--- src/rtl/wb_dbus_arbiter_wdt.sv ---
// wb_dbus_arbiter_wdt: two-master Wishbone dbus arbiter (index 1 = or1k_d, 0 = dbg)
// with a watchdog that aborts unanswered strobes with err after TIMEOUT cycles.
module wb_dbus_arbiter_wdt #(
  parameter int DW       = 32,
  parameter int AW       = 32,
  parameter int TIMEOUT  = 1023,
  parameter int DBG_PRIO = 1
) (
  input  logic              wb_clk_i,
  input  logic              wb_rst_i,
  input  logic [2*AW-1:0]   wbm_adr_i,
  input  logic [2*DW-1:0]   wbm_dat_i,
  input  logic [2*DW/8-1:0] wbm_sel_i,
  input  logic [5:0]        wbm_cti_i,
  input  logic [3:0]        wbm_bte_i,
  input  logic [1:0]        wbm_we_i,
  input  logic [1:0]        wbm_cyc_i,
  input  logic [1:0]        wbm_stb_i,
  output logic [2*DW-1:0]   wbm_dat_o,
  output logic [1:0]        wbm_ack_o,
  output logic [1:0]        wbm_err_o,
  output logic [1:0]        wbm_rty_o,
  output logic [AW-1:0]     wbs_adr_o,
  output logic [DW-1:0]     wbs_dat_o,
  output logic [DW/8-1:0]   wbs_sel_o,
  output logic [2:0]        wbs_cti_o,
  output logic [1:0]        wbs_bte_o,
  output logic              wbs_we_o,
  output logic              wbs_cyc_o,
  output logic              wbs_stb_o,
  input  logic [DW-1:0]     wbs_dat_i,
  input  logic              wbs_ack_i,
  input  logic              wbs_err_i,
  input  logic              wbs_rty_i,
  output logic [1:0]        grant_o,
  output logic              timeout_o
);
  localparam int SW = DW / 8;
  localparam int CW = TIMEOUT > 0 ? $clog2(TIMEOUT + 1) : 1;
  localparam logic [CW-1:0] CMAX = CW'(TIMEOUT);
  typedef enum logic [1:0] {IDLE, OWNED, ABORT} state_t;
  state_t          st_q, st_d;
  logic [1:0]      grant_q, grant_d;
  logic            last_q, last_d;
  logic [CW-1:0]   cnt_q, cnt_d;
  logic            own, resp, win, hit;
  assign own  = grant_q[1];
  assign resp = wbs_ack_i | wbs_err_i | wbs_rty_i;
  // on a tie, round-robin hands the bus to whoever did not own it last
  assign win  = wbm_cyc_i == 2'b11 ? (DBG_PRIO != 0 ? 1'b0 : !last_q) : wbm_cyc_i[1];
  assign hit  = TIMEOUT != 0 && cnt_q == CMAX && !resp;
  assign grant_o   = grant_q;
  assign timeout_o = st_q == ABORT;
  always_ff @(posedge wb_clk_i) begin
    if (wb_rst_i) begin
      st_q    <= IDLE;
      grant_q <= '0;
      last_q  <= 1'b1;
      cnt_q   <= '0;
    end else begin
      st_q    <= st_d;
      grant_q <= grant_d;
      last_q  <= last_d;
      cnt_q   <= cnt_d;
    end
  end
  always_comb begin
    st_d    = st_q;
    grant_d = grant_q;
    last_d  = last_q;
    cnt_d   = '0;
    case (st_q)
      IDLE: if (|wbm_cyc_i) begin
        st_d    = OWNED;
        grant_d = win ? 2'b10 : 2'b01;
        last_d  = win;
      end
      OWNED: if (!wbm_cyc_i[own]) begin
        st_d    = IDLE;
        grant_d = '0;
      end else if (hit) begin
        st_d = ABORT;
      end else begin
        cnt_d = (!wbm_stb_i[own] || resp) ? '0 : cnt_q + CW'(cnt_q != CMAX);
      end
      default: begin
        st_d    = IDLE;
        grant_d = '0;
      end
    endcase
  end
  always_comb begin
    wbs_adr_o = '0;
    wbs_dat_o = '0;
    wbs_sel_o = '0;
    wbs_cti_o = '0;
    wbs_bte_o = '0;
    wbs_we_o  = 1'b0;
    wbs_cyc_o = 1'b0;
    wbs_stb_o = 1'b0;
    wbm_dat_o = '0;
    wbm_ack_o = '0;
    wbm_err_o = '0;
    wbm_rty_o = '0;
    if (st_q == OWNED) begin
      wbs_adr_o = own ? wbm_adr_i[2*AW-1:AW] : wbm_adr_i[AW-1:0];
      wbs_dat_o = own ? wbm_dat_i[2*DW-1:DW] : wbm_dat_i[DW-1:0];
      wbs_sel_o = own ? wbm_sel_i[2*SW-1:SW] : wbm_sel_i[SW-1:0];
      wbs_cti_o = own ? wbm_cti_i[5:3] : wbm_cti_i[2:0];
      wbs_bte_o = own ? wbm_bte_i[3:2] : wbm_bte_i[1:0];
      wbs_we_o  = wbm_we_i[own];
      wbs_cyc_o = wbm_cyc_i[own];
      wbs_stb_o = wbm_stb_i[own];
      wbm_dat_o = own ? {wbs_dat_i, {DW{1'b0}}} : {{DW{1'b0}}, wbs_dat_i};
      wbm_ack_o = {own, !own} & {2{wbs_ack_i}};
      wbm_err_o = {own, !own} & {2{wbs_err_i}};
      wbm_rty_o = {own, !own} & {2{wbs_rty_i}};
    end else if (st_q == ABORT) begin
      wbm_err_o = {own, !own};
    end
  end
endmodule

--- config.mk ---
export PLATFORM = sky130hd
export DESIGN_NAME = wb_dbus_arbiter_wdt
export DESIGN_NICKNAME = d
export VERILOG_FILES = /design/src/rtl/wb_dbus_arbiter_wdt.sv
export SDC_FILE = /design/constraint.sdc
export NUM_CORES = 1
export LEC_CHECK = 0
export ABC_AREA = 1
export CAP_MARGIN = 10
export CORE_AREA = 5 5 128 130
export DETAILED_ROUTE_END_ITERATION = 16
export DIE_AREA = 0 0 133 135
export GPL_TIMING_DRIVEN = 0
export SETUP_SLACK_MARGIN = 0.1
export SYNTH_ARGS = -nofsm -noshare
export SYNTH_HDL_FRONTEND = slang
export SYNTH_SLANG_ARGS = --single-unit
--- constraint.sdc ---
create_clock -name wb_clk_i -period 1.7 [get_ports wb_clk_i]
set_input_delay 0.425 -clock wb_clk_i [delete_from_list [all_inputs] [get_ports wb_clk_i]]
set_output_delay 0.425 -clock wb_clk_i [all_outputs]
set_load 0.05 [all_outputs]
==> flow_summary.json <==
{
  "tritoncts": "yes",
  "final_util": 0.587,
  "critPathLaunchType": "flip-flop",
  "comb_power_share": 0.818,
  "num_vias": 4403,
  "die_x_microns": 133,
  "dr_wl_met3_microns": 1630,
  "path_class": "reg2out",
  "nets": 1019,
  "n_fill_cell": 1253,
  "tightestPinTransition_ps": 543,
  "seq_area_sq_um": 295,
  "switching_share": 0.502,
  "fin_crit_sh": 1.14,
  "max_freq_ghz": 0.516,
  "met1_length_microns": 6390,
  "dp.cells": 982,
  "grt_start_max_net_pins": 11,
  "place_area_sq_um": 7350,
  "synthCells": 457,
  "period_needed_ps": 1940,
  "dr_wl_met2_microns": 9720,
  "yosys_warnings": 0,
  "ys_types": 26,
  "status": "complete, but fails checks",
  "multi_input_comb_area_sq_um": 3360,
  "synth-seq-cells": 14,
  "vias_per_cell": 4.34,
  "clock_path_buffers": 2,
  "root_buffer": "clkbuf_16",
  "pwr-share-clk": 0.106,
  "arrival_ps": 1510,
  "relSlewSlack": 0.638,
  "crit_required_ps": 1270,
  "io_buffers": 337,
  "avgSynthCellArea_sq_um": 4.86,
  "intPower_uw": 2300,
  "drc": 0,
  "ant_nets": 0,
  "antenna_found_initial": 0,
  "final-hold-violation-count": 0,
  "row_count": 45,
  "power_density_nw_per_um2": 524,
  "area_delta_synth_final_pct": 297,
  "wl_microns": 17800,
  "maxCapViolCount": 0,
  "first_pass_iters": 4,
  "dieArea_sq_um": 18000,
  "slew_violations": 0,
  "p_leak_uw": 0.00352,
  "setup.worst_path.end_class": "output port",
  "seq_area_frac_synth": 0.126,
  "clk_pin_slew_worst_paths_ps": 50,
  "fin_area_sq_um": 8820,
  "cts_made_buffers": 3,
  "violations": "setup timing",
  "dp_hpwl_microns": 14300,
  "crit_fanout": 8,
  "grt-ovfl-total": 0,
  "die_h_microns": 135,
  "post_route_cells_drive_above_1_share": 0.560,
  "gr-usage-all-layers": 0.173,
  "routabilityCongestion": 0.828,
  "highest_layer": "met4",
  "grt_pass1_wl_microns": 25000,
  "grt_pass1_vias": 4555,
  "fin_ws_ps": -237,
  "skew_ps": 3.31,
  "start_util": 0.148,
  "core_area_sq_um": 15000,
  "syn_area_sq_um": 2220,
  "power_switching_uw": 2320,
  "setup_tns_ps": -19450,
  "syn_nets": 648,
  "layoutNonFillerInstCount": 1015,
  "diodes": 0,
  "ctsHoldBuffers": 0,
  "wl_per_cell_microns": 17.6,
  "h-tree-depth": 1,
  "io_pins": 338,
  "drt_iter0_markers": 100,
  "peakVddDrop_v": 0.000474,
  "hold_path_class": "reg2reg",
  "seq_power_share": 0.076,
  "rsz0062_at_grt": "true",
  "clock_latency_ps": 240,
  "finalSetupViolations": 143,
  "clkSinkCount": 14
}
-- area by class of cell --
type	count	share of cell area
Timing Repair Buffer	365	0.470
Multi-Input combinational cell	362	0.381
Buffer	31	0.0530
Sequential cell	14	0.0335
Tap cell	188	0.0267
Inverter	51	0.0258
Clock buffer	4	0.0101
-- power groups by stage --
stage                     logic, uW  clock network [uW]  registers (uW)
after floorplan                2020                   0             366
after global placement         3170                   0             353
after detailed placement       3180                   0             354
after CTS                      3350                 493             350
after global routing           3940                 519             353
final                          3780                 489             351
-- flip-flops by register name (all words and copies together), names as in the netlist --
| register | count |
|---|---|
| grant_o | 2 |
| st_q | 2 |
| cnt_q | 10 |
-- metrics by stage --
| step | hold slack (ps) | power [uW] | setup WS (ps) |
|---|---|---|---|
| 2_1_floorplan | 507 | 2390 | -4.46 |
| 3_3_place_gp | 455 | 3530 | -852 |
| 3_5_place_dp | 472 | 3540 | -863 |
| 4_1_cts | 484 | 4190 | -284 |
| 5_1_grt | 506 | 4810 | -282 |
| 6_report | 467 | 4620 | -237 |
-- routing by layer --
| layer | global-route usage | vias to the layer above |
|---|---|---|
| met5 | 0 | - |
| met4 | 0.0179 | 0 |
| met3 | 0.0570 | 10 |
| met2 | 0.330 | 218 |
| met1 | 0.191 | 2038 |
| li1 | - | 2137 |
-- kinds of logic (layout without fill, tap and decap cells) --
logic type                 count (synthesis)  count (layout)  share of synthesized area
xor gates and xnor gates                   6               6                     0.0236
AOI/OAI and AO/OA                         82              82                      0.190
DFF                                       14              14                      0.126
adders and majority gates                  2               2                     0.0113
and+or+nand+nor                          271             272                      0.483
buffers and inverters                     82             451                      0.167
-- cells in the mapped netlist, drive strengths merged --
| cell | instances | area share |
|---|---|---|
| a21oi | 76 | 0.17 |
| buf | 28 | 0.075 |
| clkbuf | 3 | 0.0051 |
| clkinv | 1 | 0.0023 |
| dfxtp | 14 | 0.13 |
| ha | 2 | 0.011 |
| inv | 50 | 0.084 |
| nand2 | 174 | 0.30 |
| nand3 | 6 | 0.021 |
| nand4 | 2 | 0.0084 |
| nor2 | 88 | 0.15 |
| nor3 | 1 | 0.0045 |
| o21ai | 3 | 0.0084 |
| o21bai | 3 | 0.010 |
| xnor2 | 2 | 0.0079 |
| xor2 | 4 | 0.016 |
-- critical path: stages (launching register included) --
cell	delay [ps]
dfxtp_4	340
buf_12	150
clkinv_16	80
clkbuf_16	150
buf_8	120
nand2_4	50
a21oi_4	180
buf_8	180
-- cells in the final DEF (no fill, tap or decap), types with 3 or more instances in the layout --
| cell | synthesis | layout |
|---|---|---|
| nand2_2 | 2 | 41 |
| o21bai_1 | 3 | 3 |
| inv_2 | 3 | 9 |
| dlygate4sd2_1 | 0 | 3 |
| a21oi_4 | 0 | 74 |
| clkbuf_16 | 0 | 13 |
| nand2_4 | 0 | 33 |
| buf_12 | 0 | 11 |
| nor2_2 | 0 | 4 |
| nand2_8 | 0 | 3 |
| dfxtp_2 | 0 | 6 |
| inv_1 | 47 | 39 |
| clkdlybuf4s50_1 | 0 | 182 |
| dlymetal6s2s_1 | 0 | 5 |
| nand2_1 | 172 | 98 |
| clkbuf_4 | 0 | 3 |
| nor2_4 | 1 | 71 |
| buf_8 | 0 | 59 |
| nand3_1 | 4 | 4 |
| xor2_1 | 4 | 4 |
| dfxtp_1 | 14 | 6 |
| nor2_1 | 87 | 13 |
| buf_6 | 2 | 102 |
| buf_4 | 6 | 18 |
-- path summary, 6_finish.rpt --
check | depth (start not counted) | start | to | slack (ps)
max | 7 | grant_o[1] | wbs_dat_o[23] | -240
min | 2 | grant_o[0] | grant_o[0] | 470
max reg2reg | 8 | cnt_q[6] | cnt_q[8] | 190
min reg2reg | 2 | grant_o[0] | grant_o[0] | 470
-- timing repair --
action / 4_1_cts / 5_1_grt
pin swaps: 5 / 64
setup endpoints to repair: 152 / 156
setup buffers: 0 / 18
gates cloned: 0 / 11
gates resized for setup: 1004 / 263
No activity file was read; power rests on OpenSTA's default activity.
